**src/rtl/jk_bank_arbiter.sv**
```systemverilog
// ----------------------------------------------------------------------------
// jk_bank_arbiter
//
// Four requesters share one WIDTH-bit bank of JK flip-flops. Each cycle a
// round-robin arbiter picks at most one requester. The winner's J/K vectors
// are applied to the bank on the same edge that raises its grant. A
// requester that has just been granted is masked for the next cycle, so a
// requester that keeps REQ high is granted at most every second cycle.
//
// Ports
//   CLK   in   1          clock; all state updates on the rising edge
//   RST   in   1          synchronous, active-high reset
//   REQ   in   4          request, bit i belongs to requester i
//   J     in   4*WIDTH    J vectors, requester i owns [i*WIDTH +: WIDTH]
//   K     in   4*WIDTH    K vectors, same slicing as J
//   GNT   out  4          registered one-hot grant pulse
//   Q     out  WIDTH      registered bank state
//   notQ  out  WIDTH      combinational complement of Q
//   BUSY  out  1          registered, high whenever GNT is nonzero
// ----------------------------------------------------------------------------
module jk_bank_arbiter #(
  parameter int WIDTH = 8
) (
  input  logic               CLK,
  input  logic               RST,
  input  logic [3:0]         REQ,
  input  logic [4*WIDTH-1:0] J,
  input  logic [4*WIDTH-1:0] K,
  output logic [3:0]         GNT,
  output logic [WIDTH-1:0]   Q,
  output logic [WIDTH-1:0]   notQ,
  output logic               BUSY
);

  // The requester count is structural (port widths, pointer width), so it
  // is a localparam rather than an overridable parameter.
  localparam int NREQ = 4;

  logic [WIDTH-1:0] q_q,    q_d;
  logic [3:0]       gnt_q,  gnt_d;
  logic             busy_q, busy_d;
  logic [1:0]       ptr_q,  ptr_d;
  logic [3:0]       mask_q, mask_d;

  logic [3:0]       eligible;
  logic             win_found;
  logic [1:0]       win_idx;
  logic [1:0]       cand;
  logic [WIDTH-1:0] j_win;
  logic [WIDTH-1:0] k_win;

  // Round-robin search starting at the pointer; first eligible index wins.
  always_comb begin
    // NOTE: every signal written here gets a default first, so no path can
    // leave it unassigned and infer a latch.
    eligible  = REQ & ~mask_q;
    win_found = 1'b0;
    win_idx   = 2'd0;
    cand      = 2'd0;
    for (int k = 0; k < NREQ; k++) begin
      cand = ptr_q + 2'(k);   // wraps mod 4 by width
      if (!win_found && eligible[cand]) begin
        win_found = 1'b1;
        win_idx   = cand;
      end
    end
  end

  // Next-state logic for the bank, grant, pointer and mask.
  always_comb begin
    j_win  = J[int'(win_idx)*WIDTH +: WIDTH];
    k_win  = K[int'(win_idx)*WIDTH +: WIDTH];
    q_d    = q_q;
    gnt_d  = 4'b0000;
    busy_d = 1'b0;
    ptr_d  = ptr_q;
    mask_d = 4'b0000;
    if (win_found) begin
      // JK characteristic equation: Q+ = J&~Q | ~K&Q, bitwise.
      q_d    = (j_win & ~q_q) | (~k_win & q_q);
      gnt_d  = 4'b0001 << win_idx;
      busy_d = 1'b1;
      ptr_d  = win_idx + 2'd1;
      mask_d = 4'b0001 << win_idx;
    end
  end

  // Reset wins over any grant in the same cycle; nothing is remembered.
  always_ff @(posedge CLK) begin
    // NOTE: state is updated with non-blocking assignments so every flop
    // samples the pre-edge values regardless of statement order.
    if (RST) begin
      q_q    <= '0;
      gnt_q  <= 4'b0000;
      busy_q <= 1'b0;
      ptr_q  <= 2'd0;
      mask_q <= 4'b0000;
    end else begin
      q_q    <= q_d;
      gnt_q  <= gnt_d;
      busy_q <= busy_d;
      ptr_q  <= ptr_d;
      mask_q <= mask_d;
    end
  end

  assign GNT  = gnt_q;
  assign Q    = q_q;
  assign notQ = ~q_q;
  assign BUSY = busy_q;

endmodule
```
**config.mk**
```make
export PLATFORM = sky130hd
export DESIGN_NAME = jk_bank_arbiter
export DESIGN_NICKNAME = d
export VERILOG_FILES = /design/src/rtl/jk_bank_arbiter.sv
export SDC_FILE = /design/constraint.sdc
export NUM_CORES = 1
export LEC_CHECK = 0
export CAP_MARGIN = 10
export CORE_MARGIN = 2
export CORE_UTILIZATION = 36
export DETAILED_ROUTE_END_ITERATION = 7
export GPL_TIMING_DRIVEN = 0
export PLACE_DENSITY = 0.94
export SLEW_MARGIN = 40
export SYNTH_ARGS = -nofsm -noshare
export SYNTH_HDL_FRONTEND = slang
export SYNTH_SLANG_ARGS = --single-unit
```
**constraint.sdc**
```tcl
create_clock -name CLK -period 4.6 [get_ports CLK]
set_clock_uncertainty 0.2 [all_clocks]
set_input_delay 1.38 -clock CLK [delete_from_list [all_inputs] [get_ports CLK]]
set_output_delay 1.38 -clock CLK [all_outputs]
set_load 0.01 [all_outputs]
```
==> results.md <==
* Number of buffers created by CTS at 3
* Clock tree sinks at 15
* Syn-to-layout area delta at 84.3%
* Number of placement rows at 20
* Synth Net Count at 210
* Number of levels in the clock H-tree at 1
* Synthesized flop and latch total at 15
* Total power after layout at 1.02 mW
* Total of hold buffers inserted after clock tree synthesis at 0
* Cell family with the largest share of critical-path delay: compound AO/OA/AOI/OAI gates
* Hold Violations, Final at 0
* Die Width at 60.9 µm
* Post-layout instance area at 0.00215 mm²
* Crit path time final at 3.47 ns
* Power per standard cell area at 477 mW/mm²
* Leakage power at 0.770 nW
* Detailed Route Iter0 Violations at 73
* Post-route ant nets at 0
* Delay contributed by the slowest stage of the critical path at 0.66 ns
* Measured slew at the worst slew-check pin at 0.739 ns
* Die area at 0.00371 mm²
* Post-CTS setup buffer count at 0
* Sequential area share after synthesis at 25.8%
* RSZ-0062 raised after global routing: no
* Post-Synth Simple-Gate Area at 21.7%
* Post-route DRC at 0
* Port bufs at 90
* PostCTS Resize Cnt at 0
* Arrival time of the worst setup path at 3.45 ns
* Final setup violation count at 0
* Complex-gate fraction of the synthesized area at 33.8%
* Outcome: finished clean
* Max_slew headroom at 50.7%
* Critical Path Fanout Max at 10
* Area inside the core boundary at 0.00308 mm²
* Total standard cell area after synthesis at 0.00116 mm²
* Clock transition time at the flip-flop clock pins of the worst setup and hold paths at 0.10 ns
* Total number of vias at 1,495
* Largest net degree at the start of global routing at 11
* Global-route usage over all layers at 25.4%
* Layout net count at 305
* Fraction of final layout cells with drive strength greater than 1 at 12.0%
* Post-synthesis instance total at 140
* Max-cap viol count at 0
* Post-synthesis cell type with the largest combined area: sky130_fd_sc_hd__dfxtp_1
* Hold crit path type: reg -> reg
* Final TNS setup at 0 ns
* Last weighted congestion value of the routability-driven placer at 0.791
* Critical setup path kind: in -> reg
* I/O pin count at 91
* Series of cell instances along the critical path: clkdlybuf4s50_1, and2b_1, nand3b_1, a221oi_2, buf_6, a221oi_1, o21ai_1, o311ai_1
* Peak clock frequency supported by timing at 288 MHz
* Starting density of the core at 37.8%
* First-pass DRT Iterations at 4
* Worst vdd ir at 0.244 mV
* Post-synthesis mux area share at 8.59%
* Number of buffers and inverters on the critical path at 2
* CTS max path bufs at 2
* Top cells by area in the synthesized netlist: sky130_fd_sc_hd__dfxtp_1 26%, sky130_fd_sc_hd__a221oi_1 11%, sky130_fd_sc_hd__mux2_2 7.7%
* Dominant combinational cell family by area after synthesis: compound AO/OA/AOI/OAI gates
* Grt ovf at 0
* Number of inserted diodes at 0
* Distinct cell type count of the synthesized netlist at 33
* Clock tree from TritonCTS: built
* Cell area after placement at 0.00212 mm²
* Endpoint kind of the worst setup timing path: flop
* First-pass GRT wire length at 6870 µm
* CTS root buf: sky130_fd_sc_hd__clkbuf_4
* Worst Hold Slack at 0.319 ns
* Post-detailed-placement half-perimeter wirelength at 3410 µm
* Yosys top cell area share at 25.8%
* Routed length per instance at 15.9 µm
* Critical-path cell with the highest stage delay: sky130_fd_sc_hd__a221oi_2
* Vertical extent of the die at 60.9 µm
* Wire length after detailed routing at 4420 µm
* Startpoint kind of the worst setup timing path: input pin
* Post-Synthesis Mean Instance Area at 8.32 µm²
* Share of the cycle needed by the critical path after routing at 75.4%
* Adder-Cell Fraction of Synth Area at 0%
* Initial antenna violation count at 0
* Synth warnings at 0
* Required time reported for the critical path endpoint at 4.59 ns
* XOR/XNOR Fraction of Synth Area at 0.752%
* Clk_lat worst skew at 0.30 ns
* Total of fill cells in the finished design at 229
* Avg Vias per Cell at 5.38
* Slew Viols, Final at 0
* Number of global-route vias before repair at 1,525
==> synth_stat cells <==
master	instances
sky130_fd_sc_hd__o21ai_2	2
sky130_fd_sc_hd__nor3b_1	1
sky130_fd_sc_hd__a21oi_1	3
sky130_fd_sc_hd__mux2_2	8
sky130_fd_sc_hd__nor3b_2	1
sky130_fd_sc_hd__inv_1	10
sky130_fd_sc_hd__nand3_1	8
sky130_fd_sc_hd__and4bb_4	1
sky130_fd_sc_hd__nand2b_1	2
sky130_fd_sc_hd__or3_1	9
sky130_fd_sc_hd__nor4b_1	1
sky130_fd_sc_hd__buf_6	3
sky130_fd_sc_hd__a221oi_1	14
sky130_fd_sc_hd__mux2i_1	1
sky130_fd_sc_hd__nor2b_1	3
sky130_fd_sc_hd__o21ai_0	5
sky130_fd_sc_hd__a21o_1	1
sky130_fd_sc_hd__dfxtp_1	15
sky130_fd_sc_hd__o21a_1	1
sky130_fd_sc_hd__o21ai_1	12
sky130_fd_sc_hd__o311ai_1	8
sky130_fd_sc_hd__a221oi_2	3
sky130_fd_sc_hd__clkbuf_2	1
sky130_fd_sc_hd__nor2_1	14
sky130_fd_sc_hd__a311oi_2	1
sky130_fd_sc_hd__buf_2	2
sky130_fd_sc_hd__and2b_1	1
sky130_fd_sc_hd__a21oi_2	1
sky130_fd_sc_hd__nand3b_1	1
sky130_fd_sc_hd__xnor2_1	1
sky130_fd_sc_hd__clkbuf_1	2
sky130_fd_sc_hd__and2_1	2
sky130_fd_sc_hd__buf_4	2
==> cell type report <==
| type | count | area [µm²] | area share [%] |
|---|---|---|---|
| sequential | 15 | 300 | 14.0 |
| tap | 44 | 55.1 | 2.56 |
| clock buffer | 4 | 26.3 | 1.22 |
| timing repair buffer | 90 | 901 | 42.0 |
| buffer | 10 | 71.3 | 3.32 |
| inverter | 10 | 37.5 | 1.75 |
| multi-input combinational | 105 | 756 | 35.2 |
==> worst register-to-register path, stage by stage, from the launching register on <==
cell	delay [ns]
sky130_fd_sc_hd__dfxtp_1	0.51
sky130_fd_sc_hd__nor3b_2	0.11
sky130_fd_sc_hd__nand3b_1	0.18
sky130_fd_sc_hd__a221oi_2	0.66
sky130_fd_sc_hd__buf_6	0.25
sky130_fd_sc_hd__a221oi_1	0.10
sky130_fd_sc_hd__o21ai_1	0.14
sky130_fd_sc_hd__o311ai_1	0.10
==> stage by stage <==
stage	util (%)	setup WS, ns	instances
after global placement	68.9	0.906	274
final	69.8	1.13	278
after detailed placement	68.9	0.869	274
after floorplan	-	1.67	140
after global routing	69.8	1.02	278
after CTS	69.8	1.18	278
==> power breakdown <==
group	total, mW	internal, mW	switching (mW)
Clock	0.0805	0.0338	0.0467
Combinational	0.726	0.366	0.359
Sequential	0.217	0.176	0.0412
==> cell usage in the layout (no fill, tap or decap), types with 2 or more instances in the layout <==
cell type	n
sky130_fd_sc_hd__o21ai_2	2
sky130_fd_sc_hd__a221oi_2	3
sky130_fd_sc_hd__mux2_2	8
sky130_fd_sc_hd__and2_1	2
sky130_fd_sc_hd__buf_4	2
sky130_fd_sc_hd__o21ai_0	5
sky130_fd_sc_hd__inv_1	10
sky130_fd_sc_hd__dfxtp_1	15
sky130_fd_sc_hd__nand3_1	8
sky130_fd_sc_hd__o21ai_1	12
sky130_fd_sc_hd__clkbuf_4	3
sky130_fd_sc_hd__o311ai_1	8
sky130_fd_sc_hd__nor2_1	14
sky130_fd_sc_hd__or3_1	9
sky130_fd_sc_hd__nor2b_1	3
sky130_fd_sc_hd__clkbuf_1	3
sky130_fd_sc_hd__buf_6	3
sky130_fd_sc_hd__a21oi_1	3
sky130_fd_sc_hd__a221oi_1	14
sky130_fd_sc_hd__buf_2	2
sky130_fd_sc_hd__clkdlybuf4s50_1	90
sky130_fd_sc_hd__nand2b_1	2
==> routing by layer <==
metal,global-route usage [%],vias to the layer above,share of wire (%)
met1,28.3,686,40
li1,-,726,-
met2,46.1,74,51
met4,11.5,0,2.0
met5,0,-,0
met3,5.54,9,7.4
==> registers in the layout, summed over array words and instances, names as in the netlist <==
| signal | count |
|---|---|
| mask_q | 4 |
| BUSY | 1 |
| Q | 8 |
| ptr_q | 2 |
==> kinds of logic (layout without fill, tap and decap cells) <==
logic type / count (synthesis) / in the layout
AO/OA/AOI/OAI: 51 / 51
AND/OR/NAND/NOR: 44 / 44
buffers and inverters: 20 / 114
flip-flops: 15 / 15
multiplexers: 9 / 9
XOR/XNOR: 1 / 1
==> worst paths after layout <==
path	startpoint	to	slack [ns]	depth (start not counted)
min	Q[7]$_SDFFE_PP0P_	Q[7]$_SDFFE_PP0P_	0.32	1
max reg2reg	ptr_q[1]$_SDFFE_PP0P_	Q[2]$_SDFFE_PP0P_	2.25	7
min reg2reg	Q[7]$_SDFFE_PP0P_	Q[7]$_SDFFE_PP0P_	0.32	1
max	REQ[0]	Q[2]$_SDFFE_PP0P_	1.13	8
No activity file was read; power rests on OpenSTA's default activity.
